`src/rtl/pipe_trace_pkg.sv`:
```
// pipe_trace_pkg: opcode/subop constants, trace FSM states and trace entry header shared by the trace unit.
package pipe_trace_pkg;
    localparam logic [4:0] OP_NOP    = 5'b00000;
    localparam logic [4:0] OP_HALT   = 5'b10000;
    localparam logic [4:0] OP_BEQ    = 5'b01100;
    localparam logic [4:0] OP_BNEQ   = 5'b01101;
    localparam logic [4:0] OP_JMP    = 5'b01110;
    localparam logic [4:0] OP_LD_STR = 5'b11111;
    localparam logic [1:0] SUB_LDB = 2'b00;
    localparam logic [1:0] SUB_STB = 2'b01;
    localparam logic [1:0] SUB_LDW = 2'b10;
    localparam logic [1:0] SUB_STW = 2'b11;
    typedef enum logic [1:0] {
        ST_IDLE    = 2'd0,
        ST_CAPTURE = 2'd1,
        ST_STOPPED = 2'd2
    } trace_state_t;
    typedef struct packed {
        logic [4:0] opcode;
        logic [1:0] subop;
        logic       taken;
    } trace_hdr_t;
    function automatic logic is_branch(input logic [4:0] op);
        return op == OP_BEQ || op == OP_BNEQ || op == OP_JMP;
    endfunction
endpackage

```
`src/rtl/trace_fifo.sv`:
```
// trace_fifo: synchronous FIFO with wrap-bit pointers; a push into a full FIFO is accepted only alongside a pop.
module trace_fifo #(
    parameter int W     = 8,
    parameter int DEPTH = 16,
    localparam int AW   = $clog2(DEPTH)
) (
    input  logic          clk,
    input  logic          rst,
    input  logic          flush,
    input  logic          push,
    input  logic          pop,
    input  logic [W-1:0]  din,
    output logic [W-1:0]  dout,
    output logic          full,
    output logic          empty,
    output logic [AW:0]   level
);
    logic [W-1:0] r_mem [DEPTH];
    logic [AW:0]  r_wp;
    logic [AW:0]  r_rp;
    logic         w_we;
    logic         w_re;
    assign level = r_wp - r_rp;
    assign empty = r_wp == r_rp;
    assign full  = level == (AW+1)'(DEPTH);
    assign w_re  = pop && !empty;
    assign w_we  = push && (!full || w_re);
    assign dout  = empty ? '0 : r_mem[r_rp[AW-1:0]];
    always_ff @(posedge clk) begin
        if (rst || flush) begin
            r_wp <= '0;
            r_rp <= '0;
        end else begin
            if (w_we) r_wp <= r_wp + 1'b1;
            if (w_re) r_rp <= r_rp + 1'b1;
        end
    end
    always_ff @(posedge clk) begin
        if (w_we) r_mem[r_wp[AW-1:0]] <= din;
    end
endmodule

```
`src/rtl/pipe_trace_unit.sv`:
```
// pipe_trace_unit: snoops execute-stage instructions into a filtered trace FIFO, stopping on HALT.
// Defining TRACE_TIMESTAMP_EN stores a free-running cycle stamp with each entry on rd_time.
module pipe_trace_unit
    import pipe_trace_pkg::*;
#(
    parameter int INSTR_W = 27,
    parameter int ADDR_W  = 8,
    parameter int DATA_W  = 32,
    parameter int DEPTH   = 16,
    parameter int CNT_W   = 16
) (
    input  logic                     clk,
    input  logic                     rst,
    input  logic                     arm,
    input  logic [31:0]              filter_mask,
    input  logic                     ex_valid,
    input  logic [INSTR_W-1:0]       ex_instr,
    input  logic [ADDR_W-1:0]        ex_pc,
    input  logic [DATA_W-1:0]        ex_result,
    input  logic                     br_taken,
    input  logic [ADDR_W-1:0]        br_target,
    output logic                     rd_valid,
    input  logic                     rd_ready,
    output logic [ADDR_W-1:0]        rd_pc,
    output logic [4:0]               rd_opcode,
    output logic [1:0]               rd_subop,
    output logic                     rd_taken,
    output logic [DATA_W-1:0]        rd_data,
    output logic [CNT_W-1:0]         rd_time,
    output logic [1:0]               state,
    output logic                     halted,
    output logic                     overflow,
    output logic [$clog2(DEPTH):0]   level,
    output logic [CNT_W-1:0]         instr_count
);
`ifdef TRACE_TIMESTAMP_EN
    localparam int EW = ADDR_W + $bits(trace_hdr_t) + DATA_W + CNT_W;
    logic [CNT_W-1:0] r_ts;
`else
    localparam int EW = ADDR_W + $bits(trace_hdr_t) + DATA_W;
`endif
    trace_state_t r_state;
    logic         r_halted;
    logic         r_overflow;
    logic [CNT_W-1:0] r_count;
    logic [4:0]   w_op;
    logic [1:0]   w_sub;
    logic         w_taken;
    logic         w_cap;
    logic         w_qual;
    logic         w_pop;
    logic         w_push;
    logic         w_full;
    logic         w_empty;
    logic [DATA_W-1:0] w_data;
    logic [EW-1:0] w_din;
    logic [EW-1:0] w_dout;
    trace_hdr_t   w_hdr_in;
    trace_hdr_t   w_hdr_out;
    logic         w_unused_bits;
    assign w_op    = ex_instr[INSTR_W-1 -: 5];
    assign w_sub   = ex_instr[INSTR_W-6 -: 2];
    assign w_unused_bits = ^ex_instr[INSTR_W-8:0];
    assign w_taken = is_branch(w_op) && br_taken;
    assign w_data  = w_taken ? {{(DATA_W-ADDR_W){1'b0}}, br_target} : ex_result;
    // arm cycle discards the executing instruction
    assign w_cap   = r_state == ST_CAPTURE && ex_valid && !arm;
    assign w_qual  = w_cap && filter_mask[w_op];
    assign w_pop   = !w_empty && rd_ready;
    assign w_push  = w_qual && (!w_full || w_pop);
    assign w_hdr_in = '{opcode: w_op, subop: w_sub, taken: w_taken};
`ifdef TRACE_TIMESTAMP_EN
    assign w_din = {ex_pc, w_hdr_in, w_data, r_ts};
    assign {rd_pc, w_hdr_out, rd_data, rd_time} = w_dout;
    always_ff @(posedge clk) begin
        r_ts <= rst ? '0 : r_ts + 1'b1;
    end
`else
    assign w_din = {ex_pc, w_hdr_in, w_data};
    assign {rd_pc, w_hdr_out, rd_data} = w_dout;
    assign rd_time = '0;
`endif
    assign rd_opcode   = w_hdr_out.opcode;
    assign rd_subop    = w_hdr_out.subop;
    assign rd_taken    = w_hdr_out.taken;
    assign rd_valid    = !w_empty;
    assign state       = r_state;
    assign halted      = r_halted;
    assign overflow    = r_overflow;
    assign instr_count = r_count;
    always_ff @(posedge clk) begin
        if (rst) begin
            r_state    <= ST_IDLE;
            r_halted   <= 1'b0;
            r_overflow <= 1'b0;
            r_count    <= '0;
        end else if (arm) begin
            r_state    <= ST_CAPTURE;
            r_halted   <= 1'b0;
            r_overflow <= 1'b0;
            r_count    <= '0;
        end else if (w_cap) begin
            if (~&r_count) r_count <= r_count + 1'b1;
            if (w_qual && !w_push) r_overflow <= 1'b1;
            if (w_op == OP_HALT) begin
                r_state  <= ST_STOPPED;
                r_halted <= 1'b1;
            end
        end
    end
    trace_fifo #(.W(EW), .DEPTH(DEPTH)) u_fifo (
        .clk   (clk),
        .rst   (rst),
        .flush (arm),
        .push  (w_push),
        .pop   (w_pop),
        .din   (w_din),
        .dout  (w_dout),
        .full  (w_full),
        .empty (w_empty),
        .level (level)
    );
endmodule
```
`config.mk`:
```
export PLATFORM = sky130hd
export DESIGN_NAME = pipe_trace_unit
export DESIGN_NICKNAME = d
export VERILOG_FILES = /design/src/rtl/pipe_trace_pkg.sv /design/src/rtl/trace_fifo.sv /design/src/rtl/pipe_trace_unit.sv
export SDC_FILE = /design/constraint.sdc
export NUM_CORES = 1
export LEC_CHECK = 0
export CORE_MARGIN = 2
export CORE_UTILIZATION = 56
export CTS_CLUSTER_SIZE = 25
export DETAILED_ROUTE_END_ITERATION = 12
export DONT_BUFFER_PORTS = 1
export GPL_TIMING_DRIVEN = 1
export PLACE_DENSITY = 0.76
export SLEW_MARGIN = 0
export SYNTH_ARGS = -nofsm -noshare
export SYNTH_HDL_FRONTEND = slang
export SYNTH_SLANG_ARGS = --single-unit
```
`constraint.sdc`:
```
create_clock -name clk -period 16 [get_ports clk]
set_clock_uncertainty 0.05 [all_clocks]
set_input_delay 3.2 -clock clk [delete_from_list [all_inputs] [get_ports clk]]
set_output_delay 3.2 -clock clk [all_outputs]
set_load 0.05 [all_outputs]
```
==> results of run 1 <==
## registers in the layout, indices dropped and copies added (netlist names), named ones only
register / flops
u_fifo.r_mem: 768
halted: 1
overflow: 1
u_fifo.r_wp: 5
instr_count: 16
u_fifo.r_rp: 5
state: 1
## placed cells by master (no fill, tap or decap), types with 3 or more instances in the layout
| cell type | instances |
|---|---|
| edfxtp_1 | 768 |
| mux4_2 | 244 |
| clkbuf_16 | 81 |
| nor2b_1 | 50 |
| nand2_1 | 40 |
| nor2_1 | 31 |
| dfxtp_1 | 29 |
| buf_4 | 28 |
| and2_1 | 24 |
| conb_1 | 16 |
| clkinv_2 | 16 |
| clkinv_1 | 15 |
| xor2_1 | 14 |
| inv_1 | 12 |
| nand4_1 | 12 |
| nor2_4 | 12 |
| clkbuf_1 | 11 |
| ha_1 | 10 |
| nand3_1 | 9 |
| xnor2_1 | 8 |
| bufinv_16 | 6 |
| nor3_2 | 5 |
| mux2_2 | 4 |
| a21oi_1 | 4 |
| clkinvlp_4 | 4 |
| nand2b_1 | 3 |
| a22oi_1 | 3 |
| nor3_1 | 3 |
| mux2i_1 | 3 |
| a31oi_1 | 3 |
| dfxtp_4 | 3 |
## power by group through the flow
stage                     combinational (mW)  clock, mW  sequential, mW
after floorplan                       0.0510          0            2.35
after global placement                0.0578          0            2.35
after detailed placement              0.0609          0            2.35
after CTS                             0.0611       1.79            2.30
after global routing                  0.0662       1.86            2.30
final                                 0.0609       1.77            2.30
## worst max-delay path: stages (launching register included)
cell and delay (ns):
dfxtp_4 0.94, buf_4 0.93, mux4_2 0.61, mux4_2 0.57, nor2b_1 0.34
## layer usage
layer / up-vias / wire length (um) / GRT usage
met5: - / 54 / 0
met4: 8 / 1389 / 0.07202
met3: 98 / 5612 / 0.05227
met2: 661 / 32900 / 0.3733
met1: 7666 / 26020 / 0.3257
li1: 5933 / - / -
## worst max path at each step
stage                              end  cells past startpoint  slack, ns          from
floorplan           u_fifo.r_mem[0][0]                      8       7.81  ex_instr[22]
global placement           rd_subop[1]                      4       9.17     flip-flop
detailed placement         rd_subop[1]                      4       9.17     flip-flop
CTS                        rd_subop[1]                      4       8.53     flip-flop
global route               rd_subop[1]                      4       8.36     flip-flop
finish                     rd_subop[1]                      4       8.67     flip-flop
## through the flow
| stage | worst slack (ns) | utilization | hold WS, ns | power (mW) | instance area (um2) |
|---|---|---|---|---|---|
| after global routing | 8.357 | 0.6288 | 0.5145 | 4.229 | 34780 |
| final | 8.668 | 0.6288 | 0.4981 | 4.130 | 34780 |
| after CTS | 8.526 | 0.6288 | 0.5008 | 4.156 | 34780 |
| after global placement | 9.170 | 0.5847 | 0.4725 | 2.406 | 32340 |
| after detailed placement | 9.171 | 0.5847 | 0.4850 | 2.410 | 32340 |
| after floorplan | 7.814 | - | 0.4484 | 2.399 | 31500 |
## layout make-up
class / count / area, um2 / area share
Clock buffer: 92 / 2068 / 0.05947
Inverter: 13 / 48.80 / 0.001403
Multi-Input combinational cell: 531 / 7390 / 0.2125
Tap cell: 748 / 935.9 / 0.02691
Clock inverter: 43 / 367.9 / 0.01058
Sequential cell: 801 / 23740 / 0.6825
Timing Repair Buffer: 29 / 230.2 / 0.006620
## logic make-up after synthesis
logic type                 Yosys count  synth area share
buffers and inverters               99           0.01611
other                                1         0.0001193
DFF                                801            0.7544
and+or+nand+nor                    206           0.03446
muxes                              253            0.1788
AOI/OAI and AO/OA                   23          0.005371
xor gates and xnor gates            22          0.006128
adders and majority gates           11          0.004615
==> results.py, run 1 <==
metrics = {
    "critical_path": {
        "reg2reg_to": "u_fifo.r_mem[4][39]",
        "path_max_fanout": 52,
        "worst-setup-path-type": "reg -> out",
        "start_kind": "flip-flop",
        "r2r_slack_ns": 10.98,
        "r2r-start": "u_fifo.r_wp[2]",
        "r2r_cells": 8,
        "critPathArrivalTime_ns": 4.08,
        "cp_data_required_time_ns": 12.75,
        "end_kind": "output pin",
    },
    "run": {
        "max_cap_viol_count": 0,
    },
    "synthesis": {
        "synth_top_cell_area_share": 0.7334,
        "synth_warnings": 0,
        "avgSynthCellArea_um2": 22.21,
        "async_flop_share": 0,
        "synth_edf_count": 768,
        "synth-seq-area-share": 0.7544,
        "synthDistinctLibCells": 51,
        "synth.most_common_cell": "edfxtp_1",
        "synthTopCellsByArea": "edfxtp_1, mux4_2, dfxtp_1, nor2b_1, buf_4",
        "ys_ff_latch": 801,
        "synth_top_flop_cell": "edfxtp_1",
        "synthCells": 1416,
        "yosys.area.top_type": "edfxtp_1",
        "mappedNetlistArea_um2": 31450,
        "ys_top_cells_by_count": "edfxtp_1, mux4_2, nor2b_1",
    },
    "place": {
        "placedCellCount": 2122,
        "portBuffers": 0,
        "dp_hpwl_um": 32330,
        "gp_congestion": 0.7508,
    },
    "grt": {
        "antenna_found_initial": 4,
        "grt_start_max_net_pins": 152,
        "overflow": 0,
        "grt_pass1_wl_um": 95860,
        "grt_use_total": 0.2331,
        "grt_pass1_vias": 14760,
    },
    "hold_path": {
        "hold_class": "reg -> reg",
        "min_from": "u_fifo.r_rp[4]",
        "holdPathStages": 2,
        "hold_path_end": "u_fifo.r_rp[4]",
    },
    "timing": {
        "slew_viol_final": 0,
        "rsz0062_at_grt": "false",
        "tightest_slew_ns": 1.182,
        "fmax_ghz": 0.1364,
        "period_needed_ns": 7.332,
        "setup_tns_ns": 0,
        "post-route-period-util": 0.4583,
        "setup_viol": 0,
        "relSlewSlack": 0.2090,
        "hold_viol": 0,
    },
    "pwr": {
        "p_int_mw": 3.335,
        "p_clk_frac": 0.427,
        "p_leak_nw": 10.43,
        "pwr-share-seq": 0.558,
        "switching_share": 0.1926,
        "power.switching_mw": 0.7956,
        "combinationalPowerShare": 0.015,
        "pwr_density_cell_nw_per_um2": 118.8,
        "peakVddDrop_v": 0.00008552,
    },
    "finish": {
        "drive_above_1_share": 0.2737,
        "diodes": 0,
        "fillers": 3618,
        "fin_nets": 1577,
        "area_delta_synth_final_pct": 10.59,
        "stdcell_count": 2257,
    },
    "cts": {
        "cts_tree": "built",
        "postCtsSetupBuffers": 0,
        "hold_buffers": 0,
        "clock-sinks": 801,
        "post_cts_resize_count": 0,
        "cts_root_buffer": "clkbuf_16",
        "cts.htree.levels": 3,
        "clock_latency_ns": 0.60,
        "clkTransAtPathRegs_ns": 0.06,
        "cts_buffer_depth": 3,
        "cts_buffers": 77,
    },
    "die": {
        "dieArea_um2": 58070,
        "io_pins": 203,
        "rows": 86,
        "core_um2": 55310,
        "initial_utilization": 0.5686,
        "chipHeight_um": 241.0,
        "die_w_um": 241.0,
    },
    "detailed_routing": {
        "drt_pre_antenna_iters": 5,
        "vias": 14370,
        "ant_nets": 0,
        "vias_per_cell": 6.365,
        "drc": 0,
        "wl_um": 65970,
        "wl_per_cell_um": 29.23,
        "first_iter_violations": 1702,
    },
    "run_status": {
        "run_status": "completed",
    },
}
Note: power is estimated with default switching activity, not from simulation.
==> run 2: changes to the inputs <==
--- a/config.mk
+++ b/config.mk
@@ -11,7 +11,7 @@
 export DETAILED_ROUTE_END_ITERATION = 12
 export DONT_BUFFER_PORTS = 1
 export GPL_TIMING_DRIVEN = 1
-export PLACE_DENSITY = 0.76
+export PLACE_DENSITY = 0.79
 export SLEW_MARGIN = 0
 export SYNTH_ARGS = -nofsm -noshare
 export SYNTH_HDL_FRONTEND = slang
==> constraint.sdc (replaced) <==
create_clock -name clk -period 6.1 [get_ports clk]
set_clock_uncertainty 0.05 [all_clocks]
set_input_delay 1.22 -clock clk [delete_from_list [all_inputs] [get_ports clk]]
set_output_delay 1.22 -clock clk [all_outputs]
set_load 0.05 [all_outputs]
==> run 2 against run 1 <==
Power rose to 2.6 times the previous value. Sequential cell count unchanged. Count of clock-buffer cells in the layout up 3. Critical path depth unchanged. Design area up 0.71%.
==> results.py, run 2 (synthesis gave the netlist of run 1 again) <==
metrics = {
    "critical_path": {
        "crit_chain": "buf_12 > mux4_2 > mux4_2 > nor2b_1",
        "slowest_delay_ns": 0.81,
        "cp_data_required_time_ns": 4.83,
        "r2r-start": "u_fifo.r_wp[2]",
        "worst-setup-path-type": "reg -> out",
        "worst_path_max_delay_cell": "dfxtp_4",
        "worst-path-buf-inv": 1,
        "path_delay_family": "multiplexers",
        "r2r_cells": 9,
        "reg2reg_to": "u_fifo.r_mem[6][42]",
        "crit_top_cell": "mux4_2",
        "critPathCapture": "rd_taken",
        "critPathArrivalTime_ns": 3.53,
        "path_max_fanout": 64,
        "end_kind": "output pin",
        "r2r_slack_ns": 1.70,
        "start_kind": "flip-flop",
        "worst-path-stages": 4,
    },
    "timing": {
        "post-route-period-util": 0.7868,
        "setup_ws_ns": 1.301,
        "setup_tns_ns": 0,
        "tightest_slew_ns": 1.213,
        "setup_viol": 0,
        "slew_viol_final": 0,
        "period_needed_ns": 4.799,
        "hold_viol": 0,
        "fmax_ghz": 0.2084,
        "rsz0062_at_grt": "false",
        "relSlewSlack": 0.1899,
    },
    "cts": {
        "cts_root_buffer": "clkbuf_16",
        "cts_buffers": 79,
        "hold_buffers": 0,
        "post_cts_resize_count": 0,
        "clock-sinks": 801,
        "cts_buffer_depth": 3,
        "clock_latency_ns": 0.63,
        "cts.htree.levels": 3,
        "cts_tree": "built",
        "clkTransAtPathRegs_ns": 0.06,
        "postCtsSetupBuffers": 0,
    },
    "detailed_routing": {
        "wl_per_cell_um": 31.11,
        "vias": 14970,
        "vias_per_cell": 6.567,
        "ant_nets": 0,
        "drt_pre_antenna_iters": 5,
        "first_iter_violations": 1798,
        "wl_um": 70910,
        "drc": 0,
    },
    "grt": {
        "antenna_found_initial": 7,
        "grt_pass1_wl_um": 102800,
        "grt_pass1_vias": 15440,
        "grt_use_total": 0.2517,
        "overflow": 0,
        "grt_start_max_net_pins": 65,
    },
    "pwr": {
        "p_leak_nw": 10.53,
        "finalPower_mw": 10.92,
        "pwr_density_cell_nw_per_um2": 311.9,
        "peakVddDrop_v": 0.0002212,
    },
    "finish": {
        "stdcell_count": 2279,
        "area_delta_synth_final_pct": 11.37,
        "layout_commonest_cell": "edfxtp_1",
        "drive_above_1_share": 0.2810,
        "final_cell_mix": "edfxtp_1, mux4_2, clkbuf_16",
        "stdcell_area_um2": 35020,
        "fin_nets": 1592,
        "largest_reg_flops": 768,
    },
    "place": {
        "gp_congestion": 0.7721,
        "dpl_cell_area_um2": 32530,
        "placedCellCount": 2135,
        "portBuffers": 0,
        "dp_slack_ns": 1.702,
        "dp_hpwl_um": 35910,
    },
    "die": {
        "die_w_um": 241.0,
        "chipHeight_um": 241.0,
        "dieArea_um2": 58070,
        "rows": 86,
        "io_pins": 203,
        "core_um2": 55310,
        "initial_utilization": 0.5686,
    },
    "hold_path": {
        "hold_class": "reg -> reg",
    },
    "run_status": {
        "run_status": "completed",
    },
    "run": {
        "max_cap_viol_count": 0,
    },
}
[run 2: how the worst min path moves through the flow]
stage / from / end / slack (ns) / cells after the start
finish: u_fifo.r_rp[4] / u_fifo.r_rp[4] / 0.51 / 2
global route: u_fifo.r_rp[4] / u_fifo.r_rp[4] / 0.54 / 2
CTS: u_fifo.r_rp[4] / u_fifo.r_rp[4] / 0.50 / 2
detailed placement: u_fifo.r_rp[4] / u_fifo.r_rp[4] / 0.49 / 2
global placement: u_fifo.r_rp[4] / u_fifo.r_rp[4] / 0.46 / 2
floorplan: u_fifo.r_rp[4] / u_fifo.r_rp[4] / 0.45 / 2
[run 2: power by group]
group	leakage, nW	total (mW)	switching, mW	internal, mW
combinational	2.15	0.165	0.124	0.0406
sequential	7.16	6.04	0.00566	6.04
clock	1.22	4.71	2.03	2.68
[run 2: layout make-up]
type                       count  area (um2)
antenna                        1       2.502
timing repair buffer          42       390.4
fill                        3498       20290
tap                          748       935.9
clock inverter                48       376.6
inverter                      13       48.80
multi-input combinational    531        7421
sequential                   801       23740
clock buffer                  95        2111
[run 2: per-layer routing]
metal / GRT usage / part of all wire / vias to the layer above
met5: 0 / 0.00056 / -
met3: 0.04998 / 0.086 / 133
met4: 0.08904 / 0.028 / 6
met2: 0.4208 / 0.51 / 876
met1: 0.3347 / 0.37 / 7974
li1: - / - / 5978
[run 2: worst min-delay path, delay by kind of cell, from the launching register on]
family | cells | cell delay (ns)
flops | 1 | 0.37
xor+xnor | 1 | 0.08
simple gates | 1 | 0.07
[run 2: through the flow]
| stage | hold slack [ns] | util |
|---|---|---|
| floorplan | 0.4484 | - |
| global placement | 0.4646 | 0.5882 |
| detailed placement | 0.4865 | 0.5882 |
| CTS | 0.5021 | 0.6332 |
| global route | 0.5374 | 0.6332 |
| finish | 0.5054 | 0.6332 |
